[config.mk]
export PLATFORM = sky130hd
export DESIGN_NAME = systolic_feeder
export DESIGN_NICKNAME = d
export VERILOG_FILES = /design/src/rtl/systolic_feeder.sv
export SDC_FILE = /design/constraint.sdc
export NUM_CORES = 1
export LEC_CHECK = 0
export ABC_AREA = 1
export ABC_CLOCK_PERIOD_IN_PS = 4850
export BUFFER_PORTS_ARGS = -buffer_cell sky130_fd_sc_hd__clkbuf_2
export CAP_MARGIN = 0
export CORE_AREA = 2 2 124 126
export CTS_BUF_LIST = sky130_fd_sc_hd__clkbuf_4 sky130_fd_sc_hd__clkbuf_8 sky130_fd_sc_hd__clkbuf_16
export CTS_CLUSTER_SIZE = 12
export DETAILED_ROUTE_END_ITERATION = 10
export DIE_AREA = 0 0 126 128
export GPL_ROUTABILITY_DRIVEN = 0
export PLACE_DENSITY = 0.79
export SLEW_MARGIN = 0
export SYNTH_ARGS = -nofsm -noshare
export SYNTH_HDL_FRONTEND = slang
export SYNTH_SLANG_ARGS = --single-unit
[constraint.sdc]
create_clock -name CLK -period 4.85 [get_ports CLK]
set_input_delay 0.485 -clock CLK [delete_from_list [all_inputs] [get_ports CLK]]
set_output_delay 0.485 -clock CLK [all_outputs]
set_load 0.005 [all_outputs]
[src/rtl/systolic_feeder.sv]
`default_nettype none
// ============================================================================
// Module      : systolic_feeder
// Description : Input staging and skew stage for a 3x3 systolic multiplier
//               array. Captures operand matrices A and B over a three-beat
//               valid/ready load, then drives the array's row/column edges
//               with a diagonally skewed, zero-padded wavefront. The array's
//               start is held high for its 8-cycle count window, and new
//               loads are blocked until the array reports Done.
// Ports       : CLK, RSTn            clock, async active-low reset
//               in_valid/in_ready    load beat handshake
//               in_a_row, in_b_row   row k of A / B, element c at [c*W +: W]
//               array_done           array Done flag
//               A0..A2, B0..B2       registered edge operands to the array
//               start                registered array start
//               busy                 high outside LOAD
// Revision    : 1.0 - initial release
// ============================================================================
module systolic_feeder #(
  parameter int DATAWIDTN = 8
) (
  input  logic                   CLK,
  input  logic                   RSTn,
  input  logic                   in_valid,
  output logic                   in_ready,
  input  logic [3*DATAWIDTN-1:0] in_a_row,
  input  logic [3*DATAWIDTN-1:0] in_b_row,
  input  logic                   array_done,
  output logic [DATAWIDTN-1:0]   A0,
  output logic [DATAWIDTN-1:0]   A1,
  output logic [DATAWIDTN-1:0]   A2,
  output logic [DATAWIDTN-1:0]   B0,
  output logic [DATAWIDTN-1:0]   B1,
  output logic [DATAWIDTN-1:0]   B2,
  output logic                   start,
  output logic                   busy
);

  typedef enum logic [1:0] {
    S_LOAD      = 2'd0,
    S_FEED      = 2'd1,
    S_DRAIN     = 2'd2,
    S_WAIT_DONE = 2'd3
  } state_t;

  localparam logic [1:0] C_LAST_BEAT = 2'd2;
  localparam logic [2:0] C_LAST_FEED = 3'd4;
  localparam logic [2:0] C_LAST_T    = 3'd7;

  state_t               r_state, w_state_nxt;
  logic [1:0]           r_beat, w_beat_nxt;
  logic [2:0]           r_t, w_t_nxt;
  logic                 r_start, w_start_nxt;
  logic [DATAWIDTN-1:0] r_op_a [3];
  logic [DATAWIDTN-1:0] r_op_b [3];
  logic [DATAWIDTN-1:0] w_op_a_nxt [3];
  logic [DATAWIDTN-1:0] w_op_b_nxt [3];
  logic                 w_xfer;

  // Operand buffer: no reset, contents survive until the next load.
  logic [DATAWIDTN-1:0] r_buf_a [3][3];
  logic [DATAWIDTN-1:0] r_buf_b [3][3];

  assign in_ready = (r_state == S_LOAD) && (r_beat < 2'd3);
  assign busy     = (r_state != S_LOAD);
  assign w_xfer   = in_valid && in_ready;

  always_ff @(posedge CLK) begin
    if (w_xfer) begin
      for (int c = 0; c < 3; c++) begin
        r_buf_a[r_beat][c] <= in_a_row[c*DATAWIDTN +: DATAWIDTN];
        r_buf_b[r_beat][c] <= in_b_row[c*DATAWIDTN +: DATAWIDTN];
      end
    end
  end

  // Next-state and next-output decode. The registered t selects which
  // anti-diagonal of the buffers reaches the array edges on the next cycle.
  always_comb begin
    w_state_nxt = r_state;
    w_beat_nxt  = r_beat;
    w_t_nxt     = r_t;
    w_start_nxt = 1'b0;
    for (int i = 0; i < 3; i++) begin
      w_op_a_nxt[i] = '0;
      w_op_b_nxt[i] = '0;
    end

    case (r_state)
      S_LOAD: begin
        if (w_xfer) begin
          w_beat_nxt = r_beat + 2'd1;
          if (r_beat == C_LAST_BEAT) begin
            w_state_nxt = S_FEED;
            w_t_nxt     = 3'd0;
          end
        end
      end

      S_FEED: begin
        w_start_nxt = 1'b1;
        // A_i = A[i][t-i] and B_j = B[t-j][j] where the index is in range;
        // every other slot stays zero so accumulators see clean padding.
        for (int i = 0; i < 3; i++) begin
          for (int c = 0; c < 3; c++) begin
            if (r_t == 3'(i + c)) begin
              w_op_a_nxt[i] = r_buf_a[i][c];
              w_op_b_nxt[i] = r_buf_b[c][i];
            end
          end
        end
        w_t_nxt = r_t + 3'd1;
        if (r_t == C_LAST_FEED) begin
          w_state_nxt = S_DRAIN;
        end
      end

      S_DRAIN: begin
        w_start_nxt = 1'b1;
        w_t_nxt     = r_t + 3'd1;
        if (r_t == C_LAST_T) begin
          w_state_nxt = S_WAIT_DONE;
          w_t_nxt     = 3'd0;
        end
      end

      S_WAIT_DONE: begin
        if (array_done) begin
          w_state_nxt = S_LOAD;
          w_beat_nxt  = 2'd0;
        end
      end

      default: begin
        w_state_nxt = S_LOAD;
        w_beat_nxt  = 2'd0;
        w_t_nxt     = 3'd0;
      end
    endcase
  end

  always_ff @(posedge CLK or negedge RSTn) begin
    if (!RSTn) begin
      r_state <= S_LOAD;
      r_beat  <= 2'd0;
      r_t     <= 3'd0;
      r_start <= 1'b0;
      for (int i = 0; i < 3; i++) begin
        r_op_a[i] <= '0;
        r_op_b[i] <= '0;
      end
    end else begin
      r_state <= w_state_nxt;
      r_beat  <= w_beat_nxt;
      r_t     <= w_t_nxt;
      r_start <= w_start_nxt;
      for (int i = 0; i < 3; i++) begin
        r_op_a[i] <= w_op_a_nxt[i];
        r_op_b[i] <= w_op_b_nxt[i];
      end
    end
  end

  assign A0    = r_op_a[0];
  assign A1    = r_op_a[1];
  assign A2    = r_op_a[2];
  assign B0    = r_op_b[0];
  assign B1    = r_op_b[1];
  assign B2    = r_op_b[2];
  assign start = r_start;

endmodule
`default_nettype wire

Word level (Yosys, flattened, before mapping):

Memory sizes are Yosys's and may differ from the RTL's.
Index checks and enable logic that the tools add are counted.
W data, S select, Z words.

* memory bits (writable): 144
* input bits: 52
* register bits after elaboration: 56
* memories: 2
* output and inout bits: 51
* word-level logic and storage cells: 75

Memory list
* r_buf_a: depth 3, width 24, rd ports 3, clocked after memory_dff 0, write ports 1, RTL line 61 `logic [DATAWIDTN-1:0] r_buf_a [3][3];`
* r_buf_b: depth 3, width 24, rd ports 3, clocked after memory_dff 0, write ports 1, RTL line 62 `logic [DATAWIDTN-1:0] r_buf_b [3][3];`

* equal/unequal tests: 14
* magnitude comparators: 1
* add/subtract/negate cells: 2
* reduce and logical (&&, ||, !) cells: 11
* muxes and demuxes: 35

Operator list (count)
* $mux W8: 18
* $mux W24: 2
* $mux W2: 6
* $mux W3: 3
* $pmux W3 S3: 1
* $ne A2 B2 Y1 const B: 4
* $pmux W2 S4: 1
* $eq A2 B2 Y1 const B: 3
* $eq A3 B2 Y1 const B: 2
* $eq A3 B3 Y1 const B: 2
* $reduce_and A3 Y1: 2
* $reduce_and A5 Y1: 1
* $pmux W2 S2: 1
* $reduce_bool A2 Y1: 2
* $add A3 B1 Y3 const B: 1
* $eq A3 B1 Y1 const B: 1
* $logic_not A3 Y1: 1
* $mux W1: 3
* $reduce_bool A3 Y1: 1
* $add A2 B1 Y2 const B: 1
* $eq A2 B1 Y1 const B: 1
* $logic_and A1 B1 Y1: 2
* $logic_not A2 Y1: 1
* $lt A2 B2 Y1 const B: 1
* 2 further kinds: 2

Longest topological paths before layout:

Gate-level depths: netlist of run 1.

* depth in word-level cells: 5
* mapped depth: 9

Worst setup path after synthesis of run 1:

OpenSTA, ideal clock, no wires.

* kind: reg-to-reg
* from: register r_state[0]
* to: memory r_buf_a[0][0] (netlist bit), enable pin
* cell stages (with the launch flop): 5
* arrival: 2.913 ns
* path buffers: 0
* setup slack: 1.483 ns
* clock period less this slack: 3.367 ns
* path through: dfrtp_1 inv_1 ha_1 nand3_1 nor2_1

* cells in the longest elaborated chain, start to end: 5

Ends and longest elaborated chain
* start, declared: RTL line 50 `state_t r_state, w_state_nxt;`
* start signal, assigned: RTL line 153 `r_state <= w_state_nxt;`
* $logic_not A2 Y1: RTL line 64 `assign in_ready = (r_state == S_LOAD) && (r_beat < 2'd3);`
* $logic_and A1 B1 Y1: RTL line 64
* $logic_and A1 B1 Y1: RTL line 66 `assign w_xfer = in_valid && in_ready;`
* $mux W1: RTL line 69 `if (w_xfer) begin`
* $mux W1 (not written as such): RTL line 71 `r_buf_a[r_beat][c] <= in_a_row[c*DATAWIDTN +: DATAWIDTN];`
* end, declared: RTL line 61

Every way passes these cells.

==> impl_results.md, run 1 <==
- Worst-path clk slew: 70 ps
- Synth warnings: 0
- Count leader, synth: edfxtp_1
- Max clock buf depth: 2
- Root Buffer: clkbuf_16
- Xor and xnor area share after synthesis: 0%
- Final hold slack: 214 ps
- Area of the core: 14,900 um^2
- Nets: 673
- Crit Path Category: reg2reg
- CP startpoint: r_t[1]
- Initial antenna violation count: 0
- Starting Density: 49.0%
- Synthesized cell area: 7290 um^2
- Worst setup margin: 1950 ps
- Setup Skew: 8.93 ps
- Grt ovf: 0
- Post-Syn Nets: 574
- Sequential share of the synthesized area: 78.6%
- Clock share of power: 31.4%
- DIE HEIGHT: 128 um
- Detail Route Antenna Nets: 0
- CP required: 5150 ps
- Layout cells sized above 1: 23.9%
- Sw Ratio: 28.5%
- Synth top cells by count: edfxtp_1, nand2_1, dfrtp_1
- Post-Route WL: 16,300 um
- Setup TNS: 0 ps
- Simple logic cell fraction of the synthesized area: 8.53%
- First-pass GRT wire length: 24,600 um
- Post-synth top area share: 59.3%
- RSZ-0062 raised after global routing: no
- VDD IR max: 0.316 mV
- Vias per cell: 5.67
- # hold bufs at CTS: 0
- Routed via count: 4,576
- Async S/R FF share, synth: 28.0%
- DIE WIDTH: 126 um
- Hold Vio Cnt, Final: 0
- Largest net degree at the start of global routing: 57
- Post-synthesis cell type count: 20
- DR pass1 iterations: 5
- CTS sink cnt: 200
- Post-CTS sizing: 0
- Slew Viols, Final: 0
- P_sw: 0.00127 W
- Max Fanout on Critical Path: 22
- Leakage power: 3.30 nW
- Post-route clock period utilization: 59.9%
- Most used DFF post-synth: edfxtp_1
- I/O pin count: 103
- Leading area contributor after synthesis: edfxtp_1
- Die area: 16,100 um^2
- DRC errors left: 0
- Fillers: 1,194
- Arrival @ worst endpoint: 3200 ps
- Int Pwr: 0.00318 W
- Number of global-route vias before repair: 4,665
- Final min period: 2900 ps
- #FFs+latches synth: 200
- Total CTS buffers: 17
- Slew @ Worst Pin: 1170 ps
- Port Buf Inserts: 102
- Worst Setup End Kind: flop
- Min-delay worst type: in2async
- Proportion of synthesized area in mux cells: 0%
- Synth Area in Compound Gates: 7.69%
- Setup Viol. Count Final: 0
- Post-synth EDFFs: 144
- Flop pwr share: 49.2%
- Critical R2R Launch: r_t[1]
- 1st-iter DRT viols: 671
- CTS tree: built
- Area share of fa/ha/maj cells after synthesis: 2.58%
- Combinational family with the most area after synthesis: simple AND/OR/NAND/NOR gates
- Clock Latency Late Sink: 430 ps
- Comb pwr share: 19.3%
- H-tree depth: 4
- All-Layer GR Usage: 20.5%
- Average instance area after synthesis: 14.4 um^2
- Fmax: 344 MHz
- Site Rows: 45
- N_diodes: 0
- Area delta synth->final: 17.6%
- Status: complete, no violations
- Routed WL per cell: 20.3 um
- Top cells by area, synth: edfxtp_1, dfrtp_1, a31oi_1
- Rel. slew slack: 21.8%
- Syn Inst Count: 507
- Setup WS pre-CTS: 2040 ps
- Setup Buffers After CTS: 0
- Max-cap violations: 0
- Pwr/cell area: 519 nW/um^2
- Final HPWL DP: 9870 um
- Startpoint types: flop
-- critical path, cell delays in order (launching register included) --
cell and delay [ps]:
dfrtp_1 410, inv_1 100, ha_1 170, clkinv_1 550, nor2_2 750, buf_4 400, nand2_1 100, a31oi_1 280
-- worst paths after layout --
| kind | to | slack [ps] | depth (start not counted) |
|---|---|---|---|
| setup / recovery | A0[7] | 1950 | 7 |
| hold / removal | B0[6] | 210 | 2 |
| setup reg to reg | A0[7] | 1950 | 7 |
| hold reg to reg | A0[3] | 540 | 2 |
| max in group asynchronous | B2[1] | 4140 | 2 |
| min in group CLK | r_buf_a[1][19] | 270 | 1 |
-- cells in the final DEF (no fill, tap or decap), drive strengths merged --
cell type  netlist  routed
edfxtp         144     144
clkbuf          16     125
nand2           80      80
dfrtp           56      56
nand3           51      51
o21ai           49      49
a31oi           48      48
inv             18      17
ha              15      15
nor2            11      11
buf             11       6
clkinv           2       5
clkinvlp         0       4
a21oi            3       3
bufinv           0       2
nand4            1       1
or2              1       1
nor3b            1       1
-- logic make-up (layout without fill, tap and decap cells) --
family	Yosys count	after routing
compound gates	100	100
fa+ha+maj	15	15
buf+inv	47	159
flops	200	200
simple gates	145	145
-- metrics by stage --
| stage | instances | power (W) | area, um^2 | util [%] |
|---|---|---|---|---|
| 6_report | 807 | 0.00445 | 8570 | 57.7 |
| 3_5_place_dp | 775 | 0.00307 | 7980 | 53.7 |
| 2_1_floorplan | 507 | 0.00273 | 7290 | - |
| 3_3_place_gp | 775 | 0.00300 | 7980 | 53.7 |
| 4_1_cts | 807 | 0.00446 | 8570 | 57.6 |
| 5_1_grt | 807 | 0.00465 | 8570 | 57.7 |
-- area by class of cell --
class                           instances  area, um^2  area share (%)
Sequential cell                       200        5730            66.8
Clock buffer                           24         490            5.72
Clock inverter                          8         100            1.17
Multi-Input combinational cell        260        1400            16.3
Tap cell                              188         235            2.74
Inverter                               20        75.1           0.876
Timing Repair Buffer                  107         548            6.40
-- metal layers --
metal | share of wire, % | up-vias | GRT usage (%)
li1 | - | 2042 | -
met1 | 40 | 2309 | 25.5
met2 | 51 | 205 | 35.3
met3 | 7.4 | 20 | 5.84
met4 | 1.2 | 0 | 5.82
met5 | 0 | - | 0
-- power groups by stage --
| stage | Clock [W] | Sequential, W | Combinational (W) |
|---|---|---|---|
| global route | 0.00148 | 0.00221 | 0.000956 |
| CTS | 0.00141 | 0.00219 | 0.000863 |
| global placement | 0 | 0.00222 | 0.000788 |
| detailed placement | 0 | 0.00223 | 0.000848 |
| finish | 0.00140 | 0.00219 | 0.000860 |
| floorplan | 0 | 0.00222 | 0.000505 |
-- sequential cells by signal, summed over array words and instances, names as in the netlist --
name,flops
A0,8
B1,8
A2,8
B2,8
r_state,2
start,1
r_buf_a,72
A1,8
r_buf_b,72
r_beat,2
r_t,3
B0,8
Power figures use the tool's default switching activity.
==> run 2, diff against run 1 <==
--- a/config.mk
+++ b/config.mk
@@ -6,7 +6,7 @@
 export NUM_CORES = 1
 export LEC_CHECK = 0
 export ABC_AREA = 1
-export ABC_CLOCK_PERIOD_IN_PS = 4850
+export ABC_CLOCK_PERIOD_IN_PS = 2400
 export BUFFER_PORTS_ARGS = -buffer_cell sky130_fd_sc_hd__clkbuf_2
 export CAP_MARGIN = 0
 export CORE_AREA = 2 2 124 126
@@ -15,7 +15,7 @@
 export DETAILED_ROUTE_END_ITERATION = 10
 export DIE_AREA = 0 0 126 128
 export GPL_ROUTABILITY_DRIVEN = 0
-export PLACE_DENSITY = 0.79
+export PLACE_DENSITY = 0.82
 export SLEW_MARGIN = 0
 export SYNTH_ARGS = -nofsm -noshare
 export SYNTH_HDL_FRONTEND = slang
==> constraint.sdc (replaced) <==
create_clock -name CLK -period 2.4 [get_ports CLK]
set_input_delay 0.24 -clock CLK [delete_from_list [all_inputs] [get_ports CLK]]
set_output_delay 0.24 -clock CLK [all_outputs]
set_load 0.005 [all_outputs]
==> run 2 against run 1 <==
  * Non-clock buffer count grew 17
  * First-iteration DRC count shrank 9.7%
  * Setup slack lost 1600 ps
  * Power grew 100%
  * Register-to-register slack lost 1600 ps
==> impl_results.md, run 2 (same netlist as run 1, synthesis figures left out) <==
- Status: complete, no violations (unchanged)
- Rel. slew slack: 54.4% (was 21.8%)
- N_diodes: 0 (unchanged)
- Comb pwr share: 20.5% (was 19.3%)
- # hold bufs at CTS: 1 (was 0)
- 1st-iter DRT viols: 606 (was 671)
- Port Buf Inserts: 102 (unchanged)
- Dpl cells: 791 (was 775)
- Slew @ Worst Pin: 684 ps (was 1170 ps)
- Max clock buf depth: 2 (unchanged)
- Max-cap violations: 0 (unchanged)
- Commonest non-fill, non-tap cell in the layout: edfxtp_1 (unchanged)
- Nets: 690 (was 673)
- Detail Route Antenna Nets: 0 (unchanged)
- Worst Setup End Kind: flop (unchanged)
- VDD IR max: 0.639 mV (was 0.316 mV)
- Starting Density: 49.0% (unchanged)
- DIE WIDTH: 126 um (unchanged)
- Fmax: 483 MHz (was 344 MHz)
- Sw Ratio: 29.8% (was 28.5%)
- Largest net degree at the start of global routing: 33 (was 57)
- DR pass1 iterations: 5 (unchanged)
- Area of the core: 14,900 um^2 (unchanged)
- Setup Buffers After CTS: 0 (unchanged)
- Setup Skew: 9.75 ps (was 8.93 ps)
- Setup WS pre-CTS: 382 ps (was 2040 ps)
- Routed via count: 4,586 (was 4,576)
- Sequential Area: 5730 um^2 (unchanged)
- Fillers: 1,134 (was 1,194)
- All-Layer GR Usage: 21.1% (was 20.5%)
- Final min period: 2070 ps (was 2900 ps)
- Number of global-route vias before repair: 4,709 (was 4,665)
- Hold Vio Cnt, Final: 0 (unchanged)
- Initial antenna violation count: 0 (unchanged)
- Worst-path clk slew: 70 ps (about the same)
- RSZ-0062 raised after global routing: no (unchanged)
- Grt ovf: 0 (unchanged)
- Flop pwr share: 49.6% (was 49.2%)
- Die area: 16,100 um^2 (unchanged)
- CTS tree: built (unchanged)
- DRC errors left: 0 (unchanged)
- Final HPWL DP: 10,500 um (was 9870 um)
- Int Pwr: 0.00626 W (was 0.00318 W)
- Setup Viol. Count Final: 0 (unchanged)
- Area of the multi-input gates: 1390 um^2 (was 1400 um^2)
- Slew Viols, Final: 0 (unchanged)
- Area post-placement: 8130 um^2 (was 7980 um^2)
- First-pass GRT wire length: 25,500 um (was 24,600 um)
- Final core utilization: 58.5% (was 57.7%)
- I/O pin count: 103 (unchanged)
- Clock share of power: 29.9% (was 31.4%)
- DIE HEIGHT: 128 um (unchanged)
- Post-Route WL: 16,300 um (about the same)
- Post-CTS sizing: 0 (unchanged)
- P_sw: 0.00266 W (was 0.00127 W)
- Final non-filler cell total: 824 (was 807)
- CTS sink cnt: 200 (unchanged)
- Vias per cell: 5.57 (was 5.67)
- Area delta synth->final: 19.4% (was 17.6%)
- Crit Path Category: reg2reg (unchanged)
- CP required: 2520 ps (was 5150 ps)
- Largest registers: r_buf_a x72, r_buf_b x72 (unchanged)
- Root Buffer: clkbuf_16 (unchanged)
- Total CTS buffers: 17 (unchanged)
- Max Fanout on Critical Path: 30 (was 22)
- Startpoint types: flop (unchanged)
- Min-delay worst type: in2reg (was in2async)
- Site Rows: 45 (unchanged)
- Routed WL per cell: 19.8 um (was 20.3 um)
- H-tree depth: 4 (unchanged)
- Most frequent cells in the layout: edfxtp_1, clkbuf_2, nand2_1, dfrtp_1, nand3_1 (unchanged)
- Layout cells sized above 1: 25.3% (was 23.9%)
- Design area: 8700 um^2 (was 8570 um^2)
- Pwr/cell area: 1030 nW/um^2 (was 519 nW/um^2)
- Worst setup margin: 328 ps (was 1950 ps)
- Arrival @ worst endpoint: 2200 ps (was 3200 ps)
- Post-route clock period utilization: 86.3% (was 59.9%)
- Leakage power: 3.38 nW (was 3.30 nW)
- Clock Latency Late Sink: 430 ps (about the same)
[run 2: cell types whose count changed in the layout (fill, tap and decap cells not counted), sizes merged]
cell,delta
clkinv,+4
clkinvlp,-3
clkbuf,-4
dlygate4sd3,+1
buf,+16
inv,+5
bufinv,-2
[run 2: worst paths after layout]
| path | start | to | slack (ps) | depth (start not counted) |
|---|---|---|---|---|
| max reg2reg | r_state[1] | r_buf_b[1][13] | 330 | 5 |
| min reg2reg | r_buf_a[0][10] | A0[2] | 530 | 2 |
| min in group asynchronous | RSTn | B0[2] | 400 | 2 |
| min | in_b_row[16] | r_buf_b[2][0] | 10 | 1 |
| max | r_state[1] | r_buf_b[1][13] | 330 | 5 |
| max in group asynchronous | RSTn | B1[3] | 1380 | 3 |
[run 2: area by class of cell]
| type | count | share of cell area (%) |
|---|---|---|
| clock buffers | 20 | 5.29 |
| flip-flops and latches | 200 | 65.8 |
| multi-input cells | 260 | 16.0 |
| clock inverters | 12 | 1.06 |
| well taps | 188 | 2.70 |
| inverters | 20 | 0.863 |
| repair buffers | 124 | 8.23 |
[run 2: through the flow]
step	hold WS [ps]	setup TNS (ps)	power (W)
final	13.9	0	0.00892
after global routing	0.300	0	0.00934
after CTS	3.70	0	0.00894
after detailed placement	313	0	0.00630
after global placement	309	0	0.00616
after floorplan	-55.6	-18730	0.00551
[run 2: layer usage]
| metal | global-route usage (%) | routed length (um) | vias up |
|---|---|---|---|
| met3 | 5.97 | 1190 | 30 |
| met2 | 34.6 | 8240 | 210 |
| met1 | 27.4 | 6520 | 2262 |
| li1 | - | - | 2084 |
| met5 | 0 | 0 | - |
| met4 | 7.43 | 344 | 0 |
[run 2: power by group through the flow]
stage | Clock (W) | Sequential (W) | Combinational [W]
2_1_floorplan | 0 | 0.00448 | 0.00103
3_3_place_gp | 0 | 0.00447 | 0.00169
3_5_place_dp | 0 | 0.00449 | 0.00180
4_1_cts | 0.00268 | 0.00442 | 0.00183
5_1_grt | 0.00284 | 0.00446 | 0.00203
6_report | 0.00266 | 0.00443 | 0.00183
[run 2: critical path, stage by stage (launching register included)]
cell and delay, ps:
dfrtp_1 430, inv_1 110, ha_1 290, nand3_1 290
nor2_4 360, buf_12 260
